**src/rtl/rx_pkg.sv**
```systemverilog
// Shared definitions for the negedge-launched serial receiver.
//   rx_state_e : receiver FSM states
//   frame_len  : total bits per frame (start + data + optional parity + stop)
//   cnt_w      : width of the data-bit counter
package rx_pkg;

  localparam int unsigned DATA_W_DEF    = 8;
  localparam bit          PARITY_EN_DEF = 1'b1;

  typedef enum logic [2:0] {
    StIdle,
    StData,
    StParity,
    StStop,
    StWaitIdle
  } rx_state_e;

  function automatic int unsigned frame_len(input int unsigned data_w, input bit parity_en);
    return 1 + data_w + (parity_en ? 1 : 0) + 1;
  endfunction

  localparam int unsigned FRAME_LEN = frame_len(DATA_W_DEF, PARITY_EN_DEF);

  function automatic int unsigned cnt_w(input int unsigned data_w);
    return (data_w > 1) ? $clog2(data_w) : 1;
  endfunction

endpackage

```
**src/rtl/negedge_serial_rx_if.sv**
```systemverilog
// Valid/ready byte stream from the receiver to its consumer.
//   m_data  : payload at the head of the receive buffer
//   m_valid : m_data holds a byte
//   m_ready : consumer accepts on a rising edge where m_valid && m_ready
interface negedge_serial_rx_if #(
  parameter int unsigned DATA_W = 8
) ();

  logic [DATA_W-1:0] m_data;
  logic              m_valid;
  logic              m_ready;

  modport master (output m_data, output m_valid, input m_ready);
  modport slave  (input m_data, input m_valid, output m_ready);

endinterface

```
**src/rtl/rx_skid_fifo.sv**
```systemverilog
// Two-entry FIFO between the frame decoder and the valid/ready output.
//   push_i/push_data_i : good frame from the decoder
//   ready_i            : consumer ready; pop happens when valid_o && ready_i
//   data_o/valid_o     : head entry, driven from registers
//   overflow_o         : one-cycle pulse when a push was dropped while full
module rx_skid_fifo #(
  parameter int unsigned Width = 8
) (
  input  logic             clk,
  input  logic             rst_n,
  input  logic             push_i,
  input  logic [Width-1:0] push_data_i,
  input  logic             ready_i,
  output logic [Width-1:0] data_o,
  output logic             valid_o,
  output logic             overflow_o
);

  logic [Width-1:0] head_q, head_d, tail_q, tail_d;
  logic [1:0]       count_q, count_d;
  logic             ovf_q, ovf_d;
  logic             empty, full, pop, push_ok;

  assign empty = (count_q == 2'd0);
  assign full  = (count_q == 2'd2);
  assign pop   = !empty && ready_i;
  // A pop on the same edge frees the slot, so a full buffer still accepts.
  assign push_ok = push_i && (!full || pop);

  always_comb begin
    head_d  = head_q;
    tail_d  = tail_q;
    count_d = count_q;
    ovf_d   = push_i && !push_ok;
    case ({push_ok, pop})
      2'b10: begin
        if (empty) head_d = push_data_i;
        else       tail_d = push_data_i;
        count_d = count_q + 2'd1;
      end
      2'b01: begin
        head_d  = tail_q;
        count_d = count_q - 2'd1;
      end
      2'b11: begin
        if (count_q == 2'd1) begin
          head_d = push_data_i;
        end else begin
          head_d = tail_q;
          tail_d = push_data_i;
        end
      end
      default: ;
    endcase
  end

  always_ff @(posedge clk or negedge rst_n) begin
    if (!rst_n) begin
      head_q  <= '0;
      tail_q  <= '0;
      count_q <= 2'd0;
      ovf_q   <= 1'b0;
    end else begin
      head_q  <= head_d;
      tail_q  <= tail_d;
      count_q <= count_d;
      ovf_q   <= ovf_d;
    end
  end

  assign data_o     = head_q;
  assign valid_o    = !empty;
  assign overflow_o = ovf_q;

endmodule

```
**src/rtl/negedge_serial_rx.sv**
```systemverilog
// Serial frame receiver. The transmitter launches bits on the falling edge of
// clk; this block samples on the rising edge, i.e. mid-bit.
//   clk, rst_n : clock, async active-low reset
//   sdi        : serial input, idles high
//   m_if       : valid/ready byte output (2-entry buffered)
//   frame_err  : pulse, stop bit sampled low
//   parity_err : pulse, even-parity mismatch
//   overflow   : pulse, good frame dropped because the buffer was full
module negedge_serial_rx
  import rx_pkg::*;
#(
  parameter int unsigned DATA_W    = DATA_W_DEF,
  parameter bit          PARITY_EN = PARITY_EN_DEF
) (
  input  logic                 clk,
  input  logic                 rst_n,
  input  logic                 sdi,
  negedge_serial_rx_if.master  m_if,
  output logic                 frame_err,
  output logic                 parity_err,
  output logic                 overflow
);

  localparam int unsigned CntW = cnt_w(DATA_W);

  rx_state_e         state_q, state_d;
  logic [CntW-1:0]   cnt_q, cnt_d;
  logic [DATA_W-1:0] shift_q, shift_d;
  logic              mis_q, mis_d;
  logic              frame_err_q, frame_err_d;
  logic              parity_err_q, parity_err_d;
  logic              push;

  always_comb begin
    state_d      = state_q;
    cnt_d        = cnt_q;
    shift_d      = shift_q;
    mis_d        = mis_q;
    push         = 1'b0;
    frame_err_d  = 1'b0;
    parity_err_d = 1'b0;
    case (state_q)
      StIdle: begin
        if (!sdi) begin
          state_d = StData;
          cnt_d   = '0;
          mis_d   = 1'b0;
        end
      end
      StData: begin
        // LSB arrives first, so after DATA_W right shifts bit 0 is in place.
        shift_d = {sdi, shift_q[DATA_W-1:1]};
        if (cnt_q == CntW'(DATA_W - 1)) begin
          state_d = PARITY_EN ? StParity : StStop;
        end else begin
          cnt_d = cnt_q + 1'b1;
        end
      end
      StParity: begin
        mis_d   = (^shift_q) ^ sdi;
        state_d = StStop;
      end
      StStop: begin
        if (sdi) begin
          if (mis_q) parity_err_d = 1'b1;
          else       push         = 1'b1;
          state_d = StIdle;
        end else begin
          // Framing error wins over parity; only one pulse per frame.
          frame_err_d = 1'b1;
          state_d     = StWaitIdle;
        end
      end
      StWaitIdle: begin
        // Hold off until the line returns high so a break is not decoded.
        if (sdi) state_d = StIdle;
      end
      default: state_d = StIdle;
    endcase
  end

  always_ff @(posedge clk or negedge rst_n) begin
    if (!rst_n) begin
      state_q      <= StIdle;
      cnt_q        <= '0;
      shift_q      <= '0;
      mis_q        <= 1'b0;
      frame_err_q  <= 1'b0;
      parity_err_q <= 1'b0;
    end else begin
      state_q      <= state_d;
      cnt_q        <= cnt_d;
      shift_q      <= shift_d;
      mis_q        <= mis_d;
      frame_err_q  <= frame_err_d;
      parity_err_q <= parity_err_d;
    end
  end

  rx_skid_fifo #(
    .Width(DATA_W)
  ) u_fifo (
    .clk        (clk),
    .rst_n      (rst_n),
    .push_i     (push),
    .push_data_i(shift_q),
    .ready_i    (m_if.m_ready),
    .data_o     (m_if.m_data),
    .valid_o    (m_if.m_valid),
    .overflow_o (overflow)
  );

  assign frame_err  = frame_err_q;
  assign parity_err = parity_err_q;

endmodule

```
**src/flat_wrapper.sv**
```systemverilog
// flat-port wrapper written by rule: the top's interface ports become plain ports
module negedge_serial_rx_flat import rx_pkg::*;
#(
  parameter int unsigned DATA_W    = DATA_W_DEF,
  parameter bit          PARITY_EN = PARITY_EN_DEF
)
  (clk, rst_n, sdi, frame_err, parity_err, overflow, m_if_m_data, m_if_m_valid, m_if_m_ready);
  negedge_serial_rx_if #(.DATA_W(DATA_W)) m_if_i ();
  input  logic clk;
  input  logic rst_n;
  input  logic sdi;
  output logic frame_err;
  output logic parity_err;
  output logic overflow;
  output wire logic [$bits(m_if_i.m_data)-1:0] m_if_m_data;
  output wire logic [$bits(m_if_i.m_valid)-1:0] m_if_m_valid;
  input wire logic [$bits(m_if_i.m_ready)-1:0] m_if_m_ready;
  assign m_if_m_data = m_if_i.m_data;
  assign m_if_m_valid = m_if_i.m_valid;
  assign m_if_i.m_ready = m_if_m_ready;
  negedge_serial_rx #(.DATA_W(DATA_W), .PARITY_EN(PARITY_EN)) u_core (.clk(clk), .rst_n(rst_n), .sdi(sdi), .m_if(m_if_i), .frame_err(frame_err), .parity_err(parity_err), .overflow(overflow));
endmodule
```
**config.mk**
```make
export PLATFORM = sky130hd
export DESIGN_NAME = negedge_serial_rx_flat
export DESIGN_NICKNAME = d
export VERILOG_FILES = /design/src/rtl/rx_pkg.sv /design/src/rtl/negedge_serial_rx_if.sv /design/src/rtl/rx_skid_fifo.sv /design/src/rtl/negedge_serial_rx.sv /design/src/flat_wrapper.sv
export SDC_FILE = /design/constraint.sdc
export NUM_CORES = 1
export LEC_CHECK = 0
export CORE_MARGIN = 2
export CORE_UTILIZATION = 43
export CTS_BUF_LIST = sky130_fd_sc_hd__clkbuf_8
export DETAILED_ROUTE_END_ITERATION = 6
export PLACE_DENSITY = 0.61
export REMOVE_ABC_BUFFERS = 1
export SYNTH_ARGS = -nofsm -noshare
export SYNTH_HDL_FRONTEND = slang
export SYNTH_SLANG_ARGS = --single-unit
```
**constraint.sdc**
```tcl
create_clock -name clk -period 2.1 [get_ports clk]
set_input_delay 0.63 -clock clk [delete_from_list [all_inputs] [get_ports clk]]
set_output_delay 0.63 -clock clk [all_outputs]
set_load 0.05 [all_outputs]
```
==> results_dict.tcl <==
set metrics [dict create \
    drcViolationCount 0 \
    placed_area_um2 1940 \
    syn_inst 132 \
    pin_count 16 \
    p_sw_mw 1.27 \
    wl_per_cell_um 15.3 \
    grt_use_total_pct 17.0 \
    p_clk_share_pct 17.7 \
    cts_buffer_depth 2 \
    grt_overflow_total 0 \
    synth_area_um2 1700 \
    avgSynthCellArea_um2 12.9 \
    antenna_found_initial 0 \
    power.leakage_nw 0.992 \
    fin_cells 209 \
    skew_ns 0.00247 \
    crit_path_start_kind "flop" \
    grt_max_degree 37 \
    slew_headroom_pct 61.6 \
    row_count 22 \
    startpoint "u_core.u_fifo.count_q[1]" \
    final_area_um2 2060 \
    cts_buffers 5 \
    dieArea_um2 4460 \
    max_freq_ghz 0.497 \
    ir_worst_vdd_v 0.000884 \
    post-route-util_pct 55.4 \
    cts_tree "yes" \
    rsz0062_at_grt "false" \
    cts_resized 3 \
    maxSlewViolCount 0 \
    core-area_um2 3720 \
    gp_congestion 0.802 \
    post-cts-setup-buffer-count 0 \
    cts.sinks 36 \
    drt-total-wl_mm 3.19 \
    required_ns 1.47 \
    synth-seq-area-share_pct 53.1 \
    powerDensity_nw_per_um2 1640 \
    final_nets 169 \
    power_frac_seq_pct 36.2 \
    holdCritPathClass "flop to flop" \
    grt_first_pass_wirelength_mm 5.49 \
    post-route-period-util_pct 95.9 \
    r2r_slack_ns 0.25 \
    clk_latency_ns 0.28 \
    worst-path-max-fanout 5 \
    critPathKind "flop to primary output" \
    ys_warn_count 0 \
    setup_ws_ns 0.0862 \
    cts_root_buffer "clkbuf_8" \
    area_delta_synth_final_pct 21.4 \
    clk_pin_slew_ns 0.07 \
    status "finished, final reports clean" \
    crit_arrival_ns 1.38 \
    start_util_pct 45.7 \
    regToRegEndpoint "u_core.u_fifo.tail_q[1]" \
    worst_slew_pin_slew_ns 0.574 \
    cap_violations 0 \
    ys_types 31 \
    place_ws_ns -0.369 \
    hold_start "u_core.u_fifo.tail_q[3]" \
    ys_ff_latch 36 \
    num_vias 1127 \
    dp_hpwl_mm 2.18 \
    combPwrFrac_pct 46.1 \
    die_x_um 66.8 \
    internal_power_mw 2.11 \
    r2r-start "u_core.u_fifo.count_q[0]" \
    swShare_pct 37.5 \
    whs_ns 0.505 \
    drive_above_1_share_pct 32.3 \
    hold_viol_final 0 \
    antenna_left 0 \
    numPortBuffers 15 \
    end_kind "primary output" \
    cts_hold_buf 0 \
    grt_pass1_vias 1157 \
    dr.pass1.iters 4 \
    via_per_inst 5.39 \
    placed_cells 201 \
    drt_iter0_markers 49 \
    finalCriticalPeriod_ns 2.01 \
    setup_viol 0 \
    htreeDepth 2 \
    crit_end "m_if_m_valid" \
    die_h_um 66.8 \
    antennaDiodeCount 0 \
    r2r_cells 6 \
    fill_cells 332 \
]
[power groups by stage]
stage          clock network (mW)  registers (mW)  logic [mW]
2_1_floorplan                   0            1.36       0.967
3_3_place_gp                    0            1.22        1.52
3_5_place_dp                    0            1.23        1.56
4_1_cts                     0.611            1.22        1.57
5_1_grt                     0.659            1.27        1.70
6_report                    0.599            1.22        1.56
[worst min path at each step]
stage / endpoint / slack [ns] / depth (start not counted)
after floorplan: u_core.cnt_q[0] / 0.33 / 0
after global placement: u_core.u_fifo.tail_q[6] / 0.48 / 1
after detailed placement: u_core.u_fifo.tail_q[0] / 0.49 / 1
after CTS: u_core.u_fifo.tail_q[0] / 0.50 / 1
after global routing: u_core.u_fifo.tail_q[3] / 0.52 / 1
final: u_core.u_fifo.tail_q[3] / 0.50 / 1
[Yosys cell counts]
library cell / number / area (um^2)
nor2_1: 6 / 22.5
nand4b_4: 1 / 23.8
xnor3_1: 1 / 22.5
nor4_1: 1 / 6.26
clkbuf_1: 1 / 3.75
a31o_2: 1 / 8.76
xor2_1: 1 / 8.76
a211oi_1: 2 / 15.0
nand3b_1: 2 / 15.0
nor3b_2: 1 / 12.5
nor2b_1: 3 / 18.8
a22o_1: 2 / 17.5
nand3_1: 1 / 5.00
o21ai_0: 6 / 30.0
xnor2_1: 6 / 52.6
a21oi_1: 4 / 20.0
a2111oi_4: 1 / 27.5
mux2_2: 17 / 191
and3_1: 8 / 50.1
buf_4: 1 / 7.51
buf_6: 1 / 11.3
nand2b_1: 2 / 12.5
ha_1: 5 / 62.6
nor3b_1: 1 / 7.51
nand2b_4: 1 / 13.8
buf_2: 1 / 5.00
nand2_1: 4 / 15.0
dfrtp_1: 36 / 901
inv_1: 5 / 18.8
nor3_1: 2 / 10.0
a221o_1: 8 / 80.1
[registers in the layout, summed over array words and instances, names as in the netlist]
signal                    cells
u_core.u_fifo.overflow_o      1
u_core.u_fifo.tail_q          8
u_core.cnt_q                  3
u_core.frame_err              1
u_core.parity_err             1
u_core.u_fifo.data_o          8
u_core.u_fifo.count_q         2
u_core.state_q                3
u_core.mis_q                  1
u_core.shift_q                8
[cell usage in the layout (no fill, tap or decap), types with 3 or more instances in the layout]
master / n
dfrtp_1: 36
buf_4: 19
mux2_2: 17
and3_1: 8
a221o_1: 8
nor2_1: 6
o21ai_0: 6
xnor2_1: 6
inv_1: 5
ha_1: 5
clkbuf_8: 5
nand2_1: 4
nor2b_1: 3
a21oi_1: 3
[layout make-up]
type	count	area (um^2)	share of cell area, %
sequential	36	901	43.7
inverter	5	18.8	0.911
tap	48	60.1	2.92
multi-input combinational	87	753	36.6
clock inverter	3	42.5	2.07
timing repair buffer	25	215	10.4
clock buffer	5	68.8	3.34
[per-stage QoR]
step                total power, mW  TNS [ns]
CTS                            3.41         0
finish                         3.38         0
global route                   3.63         0
detailed placement             2.80     -5.57
global placement               2.73     -4.94
floorplan                      2.33         0
[routing by layer]
layer	wire length, um	up-vias	global-route usage [%]	share of wire (%)
li1	-	539	-	-
met1	1490	569	21.5	47
met2	1550	15	27.6	49
met3	121	4	5.57	3.8
met4	27	0	5.36	0.85
met5	0	-	0	0
[worst max-delay path, stage by stage, from the launching register on]
cell and delay [ns]:
dfrtp_1 0.39, inv_1 0.13, ha_1 0.30, inv_1 0.13, buf_12 0.16
[cell families (layout without fill, tap and decap cells)]
| logic type | count (synthesis) | after routing | synth area share (%) |
|---|---|---|---|
| DFF | 36 | 36 | 53.1 |
| buffers and inverters | 9 | 38 | 2.73 |
| AOI/OAI and AO/OA | 24 | 24 | 11.7 |
| adders and majority gates | 5 | 5 | 3.69 |
| xor gates and xnor gates | 8 | 8 | 4.94 |
| muxes | 17 | 17 | 11.3 |
| and+or+nand+nor | 33 | 33 | 12.5 |
Note: power is estimated with default switching activity, not from simulation.
==> patch (config.mk and constraints unchanged) <==
Register the output `overflow`, with the module's reset; this adds one clock of latency there. The other outputs are not delayed to match.
--- a/src/rtl/negedge_serial_rx.sv
+++ b/src/rtl/negedge_serial_rx.sv
@@ -24,2 +24,4 @@
   localparam int unsigned CntW = cnt_w(DATA_W);
+
+  logic overflow_d;
 
@@ -109,3 +111,3 @@
     .valid_o    (m_if.m_valid),
-    .overflow_o (overflow)
+    .overflow_o (overflow_d)
   );
@@ -115,2 +117,10 @@
 
+  always_ff @(posedge clk or negedge rst_n) begin
+    if (!rst_n) begin
+      overflow <= '0;
+    end else begin
+      overflow <= overflow_d;
+    end
+  end
+
 endmodule
Function: same outputs for any inputs over 10 cycles, from zero or initial values and one cycle with rst_n low; that may be too few to reach the edited logic, so the function may still have changed.
==> patch against the unedited design <==
Cell count is the same; routed wire length shrank 4.4%; synthesized area is essentially flat; core utilization grew 0.24 points; die area is essentially flat; cell area grew 0.42%; maximum frequency shrank 1.5%; sequential cell count grew 1; highest routed layer unchanged; critical path depth shrank 3; first-iteration DRC count grew 59%; sequential share of layout area grew 1.0 points; power grew 0.59%; worst setup slack lost 0.031 ns; register-to-register slack gained 0.02 ns.
==> patch: results <==
[sta]
worst_slew_pin_slew_ns = 0.633
clock.fmax_ghz = 0.489
finalClockSkew_ns = 0.00550

[worst_setup_path]
worstPathMaxFanout = 1
worst-endpoint-arrival_ns = 1.41
r2r_end = "u_core.u_fifo.tail_q[3]"
slowest_stage = "clkdlybuf4s50_1"
max_stage_delay_ns = 0.79
startpoint = "u_core.overflow"
endpoint = "overflow"
rrSetupSlack_ns = 0.27

[yosys]
synthMuxAreaShare_pct = 12.0
synthAdderAreaFrac_pct = 3.69
synth_xor_area_share_pct = 4.94
synth_area_leaders = "dfrtp_1 (55%), mux2_2 (12%), a221o_1 (4.7%), ha_1 (3.7%), xnor2_1 (3.1%)"
synth_cells = 131
synth_compound_area_share_pct = 11.1
ys_seq_area_share_pct = 54.6
ys_types = 29
synthTopCellsByCount = "dfrtp_1 (37), mux2_2 (18), a221o_1 (8), and3_1 (8), nor2_1 (8)"

[global_routing]
grt_util_all_layers_pct = 16.4
met2_usage_pct = 26.9
grt_pass1_vias = 1163
grt_use_met3_pct = 5.07
grt_pass1_wl_mm = 5.31
grt_use_met1_pct = 19.6
grt_max_degree = 38

[placement]
dp_slack_ns = -0.326
dp_hpwl_mm = 2.16
place_area_um2 = 1950
dpl.cell_count = 201
place_congestion = 0.847

[clock_network]
clk_pin_slew_ns = 0.07
cts_resized = 1
root_buffer = "clkbuf_8"

[drt]
dr.max_layer_used = "met4"
met1_length_mm = 1.42
wl_mm = 3.05
wl_met3_um = 125
wl_met2_mm = 1.44
drt_iter0_markers = 78
dr.pass1.iters = 4
vias_per_cell = 5.31

[power]
p_leak_nw = 0.989
vdd_drop_max_mv = 0.719

[final_layout]
layout-drive-gt1-share_pct = 31.7
final_nets = 169
n_fill_cell = 314

[worst_hold_path]
worstHoldPathCells = 0

[outcome]
status = "complete, no violations"
## patch: power by group
part	switching, mW	internal (mW)
clock network	0.250	0.382
logic	0.741	0.779
registers	0.261	0.988
total	1.25	2.15
## patch: cell type report
type | count | area, um^2 | share of cell area [%]
Clock buffer | 6 | 82.6 | 3.99
Multi-Input combinational cell | 87 | 746 | 36.1
Inverter | 5 | 18.8 | 0.907
Tap cell | 48 | 60.1 | 2.90
Clock inverter | 2 | 33.8 | 1.63
Timing Repair Buffer | 24 | 201 | 9.74
Sequential cell | 37 | 926 | 44.8
## patch: how the worst min path moves through the flow
stage                                        start              end  slack, ns
after detailed placement  u_core.u_fifo.overflow_o  u_core.overflow       0.35
after CTS                 u_core.u_fifo.overflow_o  u_core.overflow       0.38
after floorplan                              rst_n  u_core.cnt_q[0]       0.33
after global routing      u_core.u_fifo.overflow_o  u_core.overflow       0.38
final                     u_core.u_fifo.overflow_o  u_core.overflow       0.37
after global placement    u_core.u_fifo.overflow_o  u_core.overflow       0.35
